<file path="src/rtl/active_list.sv">
// In-order retirement buffer: allocates entries at dispatch, records completions, retires in order and recovers on mispredict.
// Optional macro ACTIVE_LIST_COMPLETE_BYPASS_EN lets a completion to the head commit at the same edge.
module active_list #(
  parameter int DEPTH  = 32,
  parameter int PREG_W = 6,
  parameter int IDX_W  = $clog2(DEPTH)
) (
  input  logic              clk,
  input  logic              rst,
  input  logic              alloc_valid,
  output logic              alloc_ready,
  output logic [IDX_W-1:0]  alloc_index,
  input  logic              alloc_uses_rw,
  input  logic [4:0]        alloc_arch_rd,
  input  logic [PREG_W-1:0] alloc_new_preg,
  input  logic [PREG_W-1:0] alloc_old_preg,
  input  logic              alloc_is_branch,
  input  logic              complete_valid,
  input  logic [IDX_W-1:0]  complete_index,
  input  logic              complete_mispredict,
  output logic              commit_valid,
  output logic [4:0]        commit_arch_rd,
  output logic [PREG_W-1:0] commit_new_preg,
  output logic [PREG_W-1:0] commit_free_preg,
  output logic              commit_uses_rw,
  output logic              flush,
  output logic [DEPTH-1:0]  squash_mask,
  output logic              squash_free_valid,
  output logic [PREG_W-1:0] squash_free_preg,
  output logic [IDX_W:0]    count
);

  localparam logic [0:0]     S_RUN     = 1'b0;
  localparam logic [0:0]     S_RECOVER = 1'b1;
  localparam logic [IDX_W:0] FULL      = (IDX_W+1)'(DEPTH);

  logic [0:0]        r_state;
  logic [IDX_W-1:0]  r_head, r_tail, r_walk;
  logic [IDX_W:0]    r_count;
  logic [DEPTH-1:0]  r_valid, r_done, r_misp, r_uses_rw, r_is_branch;
  logic [4:0]        r_arch_rd  [DEPTH];
  logic [PREG_W-1:0] r_new_preg [DEPTH];
  logic [PREG_W-1:0] r_old_preg [DEPTH];

  logic              w_run, w_cpl_ok, w_head_done, w_head_misp, w_commit, w_flush, w_alloc;
  logic              w_squashed, w_walk_end, w_visit_en;
  logic [IDX_W-1:0]  w_head_nx, w_tail_m1, w_tail_m2, w_visit;
`ifdef ACTIVE_LIST_COMPLETE_BYPASS_EN
  logic              w_cpl_head;
`endif

  // Commit decision, allocation handshake and recovery-walk selection.
  always_comb begin
    w_run    = (r_state == S_RUN);
    w_cpl_ok = w_run && complete_valid && r_valid[complete_index];
`ifdef ACTIVE_LIST_COMPLETE_BYPASS_EN
    w_cpl_head  = w_cpl_ok && (complete_index == r_head);
    w_head_done = r_done[r_head] | w_cpl_head;
    w_head_misp = r_misp[r_head] | (w_cpl_head & complete_mispredict & r_is_branch[r_head]);
`else
    w_head_done = r_done[r_head];
    w_head_misp = r_misp[r_head];
`endif
    w_commit  = w_run && r_valid[r_head] && w_head_done;
    w_flush   = w_commit && w_head_misp;
    // A mispredict commit rewinds tail, so a same-edge allocation would be lost.
    alloc_ready = w_run && (r_count < FULL) && !w_flush;
    w_alloc     = alloc_valid && alloc_ready;
    alloc_index = r_tail;
    w_head_nx   = r_head + IDX_W'(1);
    w_tail_m1   = r_tail - IDX_W'(1);
    w_tail_m2   = r_tail - IDX_W'(2);
    w_squashed  = (r_count > (IDX_W+1)'(1));
    // The youngest squashed entry is visited on the flush edge itself.
    w_visit     = w_run ? w_tail_m1 : r_walk;
    w_walk_end  = w_run ? (w_tail_m1 == w_head_nx) : (r_walk == r_head);
    w_visit_en  = w_run ? (w_flush && w_squashed) : 1'b1;
  end

  // Per-entry status bits: allocate, complete, retire and squash-clear.
  always_ff @(posedge clk or posedge rst) begin
    if (rst) begin
      r_valid <= {DEPTH{1'b0}};
      r_done  <= {DEPTH{1'b0}};
      r_misp  <= {DEPTH{1'b0}};
    end else begin
      if (w_cpl_ok) begin
        r_done[complete_index] <= 1'b1;
        r_misp[complete_index] <= complete_mispredict & r_is_branch[complete_index];
      end
      if (w_commit) begin
        r_valid[r_head] <= 1'b0;
        r_done[r_head]  <= 1'b0;
        r_misp[r_head]  <= 1'b0;
      end
      if (w_visit_en) begin
        r_valid[w_visit] <= 1'b0;
        r_done[w_visit]  <= 1'b0;
        r_misp[w_visit]  <= 1'b0;
      end
      if (w_alloc) begin
        r_valid[r_tail] <= 1'b1;
        r_done[r_tail]  <= 1'b0;
        r_misp[r_tail]  <= 1'b0;
      end
    end
  end

  // Instruction payload, written once at allocation.
  always_ff @(posedge clk) begin
    if (w_alloc) begin
      r_uses_rw[r_tail]   <= alloc_uses_rw;
      r_is_branch[r_tail] <= alloc_is_branch;
      r_arch_rd[r_tail]   <= alloc_arch_rd;
      r_new_preg[r_tail]  <= alloc_new_preg;
      r_old_preg[r_tail]  <= alloc_old_preg;
    end
  end

  // Pointers, occupancy and RUN/RECOVER sequencing.
  always_ff @(posedge clk or posedge rst) begin
    if (rst) begin
      r_state <= S_RUN;
      r_head  <= {IDX_W{1'b0}};
      r_tail  <= {IDX_W{1'b0}};
      r_walk  <= {IDX_W{1'b0}};
      r_count <= {(IDX_W+1){1'b0}};
    end else begin
      case (r_state)
        S_RUN: begin
          if (w_commit) r_head <= w_head_nx;
          if (w_flush) begin
            r_tail  <= w_head_nx;
            r_count <= {(IDX_W+1){1'b0}};
            if (w_squashed && !w_walk_end) begin
              r_state <= S_RECOVER;
              r_walk  <= w_tail_m2;
            end
          end else begin
            if (w_alloc) r_tail <= r_tail + IDX_W'(1);
            if (w_alloc && !w_commit) r_count <= r_count + (IDX_W+1)'(1);
            else if (!w_alloc && w_commit) r_count <= r_count - (IDX_W+1)'(1);
          end
        end
        S_RECOVER: begin
          if (w_walk_end) r_state <= S_RUN;
          else r_walk <= r_walk - IDX_W'(1);
        end
        default: r_state <= S_RUN;
      endcase
    end
  end

  // Registered retirement, flush and free-list return pulses.
  always_ff @(posedge clk or posedge rst) begin
    if (rst) begin
      commit_valid      <= 1'b0;
      commit_arch_rd    <= 5'd0;
      commit_new_preg   <= {PREG_W{1'b0}};
      commit_free_preg  <= {PREG_W{1'b0}};
      commit_uses_rw    <= 1'b0;
      flush             <= 1'b0;
      squash_mask       <= {DEPTH{1'b0}};
      squash_free_valid <= 1'b0;
      squash_free_preg  <= {PREG_W{1'b0}};
    end else begin
      commit_valid      <= w_commit;
      commit_arch_rd    <= w_commit ? r_arch_rd[r_head]  : 5'd0;
      commit_new_preg   <= w_commit ? r_new_preg[r_head] : {PREG_W{1'b0}};
      commit_free_preg  <= w_commit ? r_old_preg[r_head] : {PREG_W{1'b0}};
      commit_uses_rw    <= w_commit & r_uses_rw[r_head];
      flush             <= w_flush;
      squash_mask       <= w_flush ? (r_valid & ~({{(DEPTH-1){1'b0}}, 1'b1} << r_head)) : {DEPTH{1'b0}};
      squash_free_valid <= w_visit_en & r_uses_rw[w_visit];
      squash_free_preg  <= (w_visit_en & r_uses_rw[w_visit]) ? r_new_preg[w_visit] : {PREG_W{1'b0}};
    end
  end

  assign count = r_count;

endmodule
</file>
<file path="config.mk">
export PLATFORM = sky130hd
export DESIGN_NAME = active_list
export DESIGN_NICKNAME = d
export VERILOG_FILES = /design/src/rtl/active_list.sv
export SDC_FILE = /design/constraint.sdc
export NUM_CORES = 1
export LEC_CHECK = 0
export BUFFER_PORTS_ARGS = -buffer_cell sky130_fd_sc_hd__buf_2
export CORE_MARGIN = 10
export CORE_UTILIZATION = 40
export CTS_BUF_LIST = sky130_fd_sc_hd__clkbuf_16
export CTS_CLUSTER_DIAMETER = 150
export DETAILED_ROUTE_END_ITERATION = 8
export SYNTH_ARGS = -nofsm -noshare
export SYNTH_HDL_FRONTEND = slang
export SYNTH_SLANG_ARGS = --single-unit
</file>
<file path="constraint.sdc">
create_clock -name clk -period 11.65 [get_ports clk]
set_input_delay 1.165 -clock clk [delete_from_list [all_inputs] [get_ports clk]]
set_output_delay 1.165 -clock clk [all_outputs]
set_load 0.01 [all_outputs]
</file>
Word level (Yosys, flattened, before mapping). Memories as Yosys holds them, arrays and structs flattened. Cells that the tools add are included.

Memories kept: 3. Bits in writable memories: 544. Logic and storage cells: 149. Register bits after elaboration: 241. Input port bits: 29. Output and inout bits: 71.

Memories: r_new_preg (words 32, width 6, rd ports 2, clocked after Yosys merged registers in 0, wr ports 1, RTL line 42) `logic [PREG_W-1:0] r_new_preg [DEPTH];`; r_old_preg (words 32, width 6, rd ports 1, clocked after Yosys merged registers in 0, wr ports 1, RTL line 43) `logic [PREG_W-1:0] r_old_preg [DEPTH];`; r_arch_rd (words 32, width 5, rd ports 1, clocked after Yosys merged registers in 0, wr ports 1, RTL line 41) `logic [4:0] r_arch_rd [DEPTH];`.

Mux-type cells: 59. Bitwise gates (word level): 19. Add/subtract/negate cells: 7. Eq/ne operators: 5. Reductions and logical operators: 26. Shift-type cells: 1. Order comparisons: 10.

Operators with widths (number): 32-bit two-way mux (12); 32-bit bitwise AND (9); 32-bit inverter (4); 32-bit bitwise mux (3); 32-bit bitwise OR (2); 6-bit two-way mux (6); 1-bit binary-select mux with 5-bit select (7); 5-bit two-way mux (7); 1-bit by 5-bit left shift with 32-bit output (first input constant) (1); 5-bit by 6-bit < comparator with 1-bit output (second input constant) (4); 1-bit demux with 5-bit select (4); 5-bit by 1-bit >= comparator with 1-bit output (second input constant) (4); 1-bit two-way mux (18); 1-bit logical AND (16); 5-bit by 1-bit adder with 5-bit output (second input constant) (2); 5-bit equality test (2); 5-bit one-hot mux with 2 select lines (1); 5-bit by 1-bit subtractor with 5-bit output (second input constant) (2); 6-bit by 1-bit adder with 6-bit output (second input constant) (1); 6-bit by 1-bit > comparator with 1-bit output (second input constant) (1); 6-bit < comparator (second input constant) (1); 2-bit AND reduction (3); 6-bit by 1-bit subtractor with 6-bit output (second input constant) (1); 5-bit by 2-bit subtractor with 5-bit output (second input constant) (1); other kinds (9) (15).

Logic depth before layout (Yosys ltp).
Depth in word-level cells: 13. Mapped depth: 14.

Least setup slack after synthesis. No wires, ideal clock.

Kind: flip-flop to output port. Start point: register r_head[1]. End point: output alloc_ready. Stages on the path, launching flop included: 9. Setup slack: 8080 ps. Path buffers: 2. Required time: 10485 ps. Arrival: 2405 ps. Cells stage by stage: dfrtp_1 > buf_6 > mux4_2 > mux4_2 > a21o_1 > nand3_4 > buf_6 > inv_1 > nor3_1.

Word-level cells in the longest chain between the ends: 7.

Ends and longest elaborated chain: from (decl) (RTL line 38) `logic [IDX_W-1:0] r_head, r_tail, r_walk;`; from (signal assigned) (RTL line 124) `r_head <= {IDX_W{1'b0}};`; from (signal assigned) (RTL line 131) `if (w_commit) r_head <= w_head_nx;`; 1-bit binary-select mux with 5-bit select (RTL line 64) `w_commit = w_run && r_valid[r_head] && w_head_done;`; 1-bit two-way mux (not written as such) (RTL line 64); 1-bit logical AND (2 in series) (RTL line 64); 1-bit logical AND * (RTL line 65) `w_flush = w_commit && w_head_misp;`; via w_flush (RTL line 45) `logic w_run, w_cpl_ok, w_head_done, w_head_misp, w_commit, w_flush, w_alloc;`; 1-bit zero test * (RTL line 67) `alloc_ready = w_run && (r_count < FULL) && !w_flush;`; 1-bit logical AND * (RTL line 67); to (decl) (RTL line 11) `output logic alloc_ready,`.

Mark *: on every way through the listed nets, which the timed path passes. The rest lies on a longest branch. The select of a mux whose other input is x is not followed.

Worst setup path after layout. Ends and elaborated chain as after synthesis.

==> impl_results.md <==
- Remaining Overflow, GRT: 0
- P per Cell Area: 257 nW/um^2
- Hold Crit Depth: 2
- Setup ws final: between 5 and 6 ns
- Buffers added on ports: 99
- Vias in the first global route: 20.5k
- DRT iter0 DRCs: around 2.0k
- Fin crit period: 6.44 ns
- Largest net degree at the start of global routing: 106
- Share of the synthesized area in the top cell type: between 50% and 60%
- CP top delay family: buffers and inverters
- Synthesized area: about 34000 sq um
- Postcts setup bufs: 0
- Total GRT Usage: between 20% and 30%
- Clk_lat worst skew: between 0.6 and 0.7 ns
- Period Utilization, post-route: 55.3%
- Worst hold endpoint: r_misp[2]
- Worst relative slew slack: between 20% and 30%
- First-pass DRT Iterations: 6
- Critical Path RT: 10.49 ns
- R2r startpoint: r_head[1]
- Via count: approximately 20k
- Main area contributors after synthesis: edfxtp_1 (54%), mux4_2 (15%), dfrtp_1 (13%), mux2i_1 (2.3%), nand2_1 (1.5%)
- R2R depth: 10
- Syn_nets: 2056
- Max Clk Rate: roughly 160 MHz
- Cells resized by post-CTS repair: 0
- Area growth, synth to finish: 14.0%
- Fraction of layout instances using a drive strength above 1: a little over a quarter
- Gate Count Post-Synth: approximately 2k
- Die Y: roughly 310 um
- DR vias/cell: just over 6
- Most frequent cells after synthesis: edfxtp_1 (608), mux4_2 (233), dfrtp_1 (177)
- Routed len/inst: around 30 um
- Max VDD drop: 193 uV
- Synth cell types: 75
- ANT nets after route: 0
- Synth Warn #: 0
- DP Worst Slack: 5.58 ns
- Mean post-synth cell area: between 15 and 20 sq um
- Clk root buf: clkbuf_16
- Die ar.: 97200 sq um
- Prevailing post-synth register cell: edfxtp_1
- Fin. Hold Viols: 0
- First-pass GRT wire length: 146 mm
- Max-slew violations: 0
- CP dominant cell by count: buf_4
- Register area share after synthesis: between 60 and 70%
- CTS Buffer Depth: 3
- Clk_skew: 0.0246 ns
- Hold_sp: r_misp[2]
- Worst-path cell chain: buf_4, buf_4, mux4_2, nand2_1, a31oi_1, and3_1, nand3_4, inv_1, nor3_1, buf_2
- CTS H-tree lvls: 3
- Number of I/O pins: 100
- Status: finished clean
- DIE WIDTH: roughly 310 um
- Most frequent cell after synthesis: edfxtp_1
- Tightest Hold Check Type: flop to flop
- Final GP Congestion: 0.939
- FFs w/ async S/R, synth: 22.5%
- Area leader, netlist: edfxtp_1
- Reg clk slew, reported paths: 0.06 ns
- Setup crit start kind: flop
- DRC: 0
- Final nets: 2155
- Crit path kind: flop to output port
- Max incr delay on CP: around 0.85 ns
- Count of final setup violators: 0
- EDFF count, synth: roughly 610
- TritonCTS clock tree: yes
- Setup slack, reg-to-reg: ~5.6 ns
- CTS sink count: slightly below 800
- Worst Path Max Fanout: 70
- R2R Path End: r_is_branch[11]
- Setup total negative slack: 0 ns
- Core footprint: 84000 sq um
- Critical path arrival: 5.28 ns
- Slowest CP cell: buf_4
- CTS Buf Count: between 80 and 90
- Routed Wire Length: just over 100 mm
- Antenna violations before repair: 6
- Yosys reg bits: 785
- RSZ-0062 raised after global routing: no
- CTS Hold Bufs: 0
- Hpwl dp: between 60 and 70 mm
- MaxCap Viol Count: 0
- Worst Tran Pin Value: 1.19 ns
- Pleak: 13.9 nW
- Std-Cell Rows: around 110
- Starting density of the core: between 40% and 50%
- Worst Setup End Kind: output port
- CP Buf/Inv Count: 4
==> kinds of logic (layout without fill, tap and decap cells) <==
group | count (synthesis) | in the layout | synth area share [%]
buffers and inverters | 177 | 347 | 2.24
flip-flops | 785 | 785 | 66.7
XOR/XNOR | 28 | 28 | 0.721
AO/OA/AOI/OAI | 257 | 257 | 5.51
AND/OR/NAND/NOR | 428 | 428 | 6.24
adder cells (fa/ha/maj) | 18 | 18 | 0.662
multiplexers | 316 | 316 | 18.0
other | 0 | 1 | 0
==> how the worst max path moves through the flow <==
stage               startpoint              end  slack, ns  cells after the start
finish               r_head[1]      alloc_ready       5.21                     10
global route         r_head[1]      alloc_ready       4.91                     10
CTS                  r_head[1]      alloc_ready       5.15                     10
detailed placement   r_head[1]  r_is_branch[11]       5.58                     10
global placement     r_head[1]  r_is_branch[11]       5.56                     10
floorplan                  rst   alloc_index[0]       5.68                      1
==> placed cells by master, fill, tap and decap left out, types with 15 or more instances in the layout <==
cell and count:
a21oi_1 33, a32oi_1 36, and3_1 32, buf_2 99, buf_4 43, clkbuf_16 86, clkinv_1 17, dfrtp_1 174
edfxtp_1 608, ha_1 18, inv_1 61, mux2i_1 78, mux4_2 233, nand2_1 136, nand3_1 45, nor2_1 54
nor3_1 74, o21ai_0 38, o21bai_1 28, o22ai_1 49, xnor2_1 15
==> layer usage <==
layer,routed length [um],up-vias,track usage (%)
li1,-,8286,-
met1,41600,10516,27.8
met2,47500,1005,32.2
met3,7490,212,3.53
met4,4030,4,8.10
met5,27,-,0
==> worst reg2reg max path, cell delays in order (launching register included) <==
cell and delay, ns:
dfrtp_4 0.69, buf_4 0.65, buf_4 0.86, mux4_2 0.69
nand2_1 0.08, a31oi_1 0.08, and3_1 0.33, nand3_4 0.66
nand2_1 0.50, nor3_4 0.79, buf_4 0.42
==> stage by stage <==
| step | hold WS, ns | total power (W) | instance area (sq um) | utilization, % | instances |
|---|---|---|---|---|---|
| 5_1_grt | 0.555 | 0.0104 | 38800 | 46.2 | 3313 |
| 2_1_floorplan | 0.473 | 0.00597 | 34000 | - | 2009 |
| 3_5_place_dp | 0.523 | 0.00722 | 35900 | 42.7 | 3155 |
| 4_1_cts | 0.528 | 0.0100 | 38800 | 46.2 | 3313 |
| 3_3_place_gp | 0.510 | 0.00721 | 35900 | 42.7 | 3155 |
| 6_report | 0.533 | 0.00998 | 38800 | 46.2 | 3314 |
==> flip-flops by register name, indices dropped and copies added (netlist names), 6 cells and up <==
signal / flops
r_old_preg: 192
count: 6
r_is_branch: 32
r_arch_rd: 160
r_misp: 32
squash_mask: 32
r_new_preg: 192
commit_free_preg: 6
r_done: 32
squash_free_preg: 6
commit_new_preg: 6
r_valid: 32
r_uses_rw: 32
==> power by group <==
group	internal, W	switching, W
logic	0.00142	0.00216
clock network	0.00166	0.00114
registers	0.00334	0.000265
total	0.00642	0.00356
==> final cells by class <==
cell class / instances / area, sq um
Fill cell: 7125 / 45200
Sequential cell: 785 / 22700
Multi-Input combinational cell: 1047 / 10700
Clock buffer: 86 / 2150
Tap cell: 1134 / 1420
Timing Repair Buffer: 142 / 818
Clock inverter: 72 / 766
Inverter: 47 / 186
Antenna cell: 1 / 2.50
Note: power is estimated with default switching activity, not from simulation.
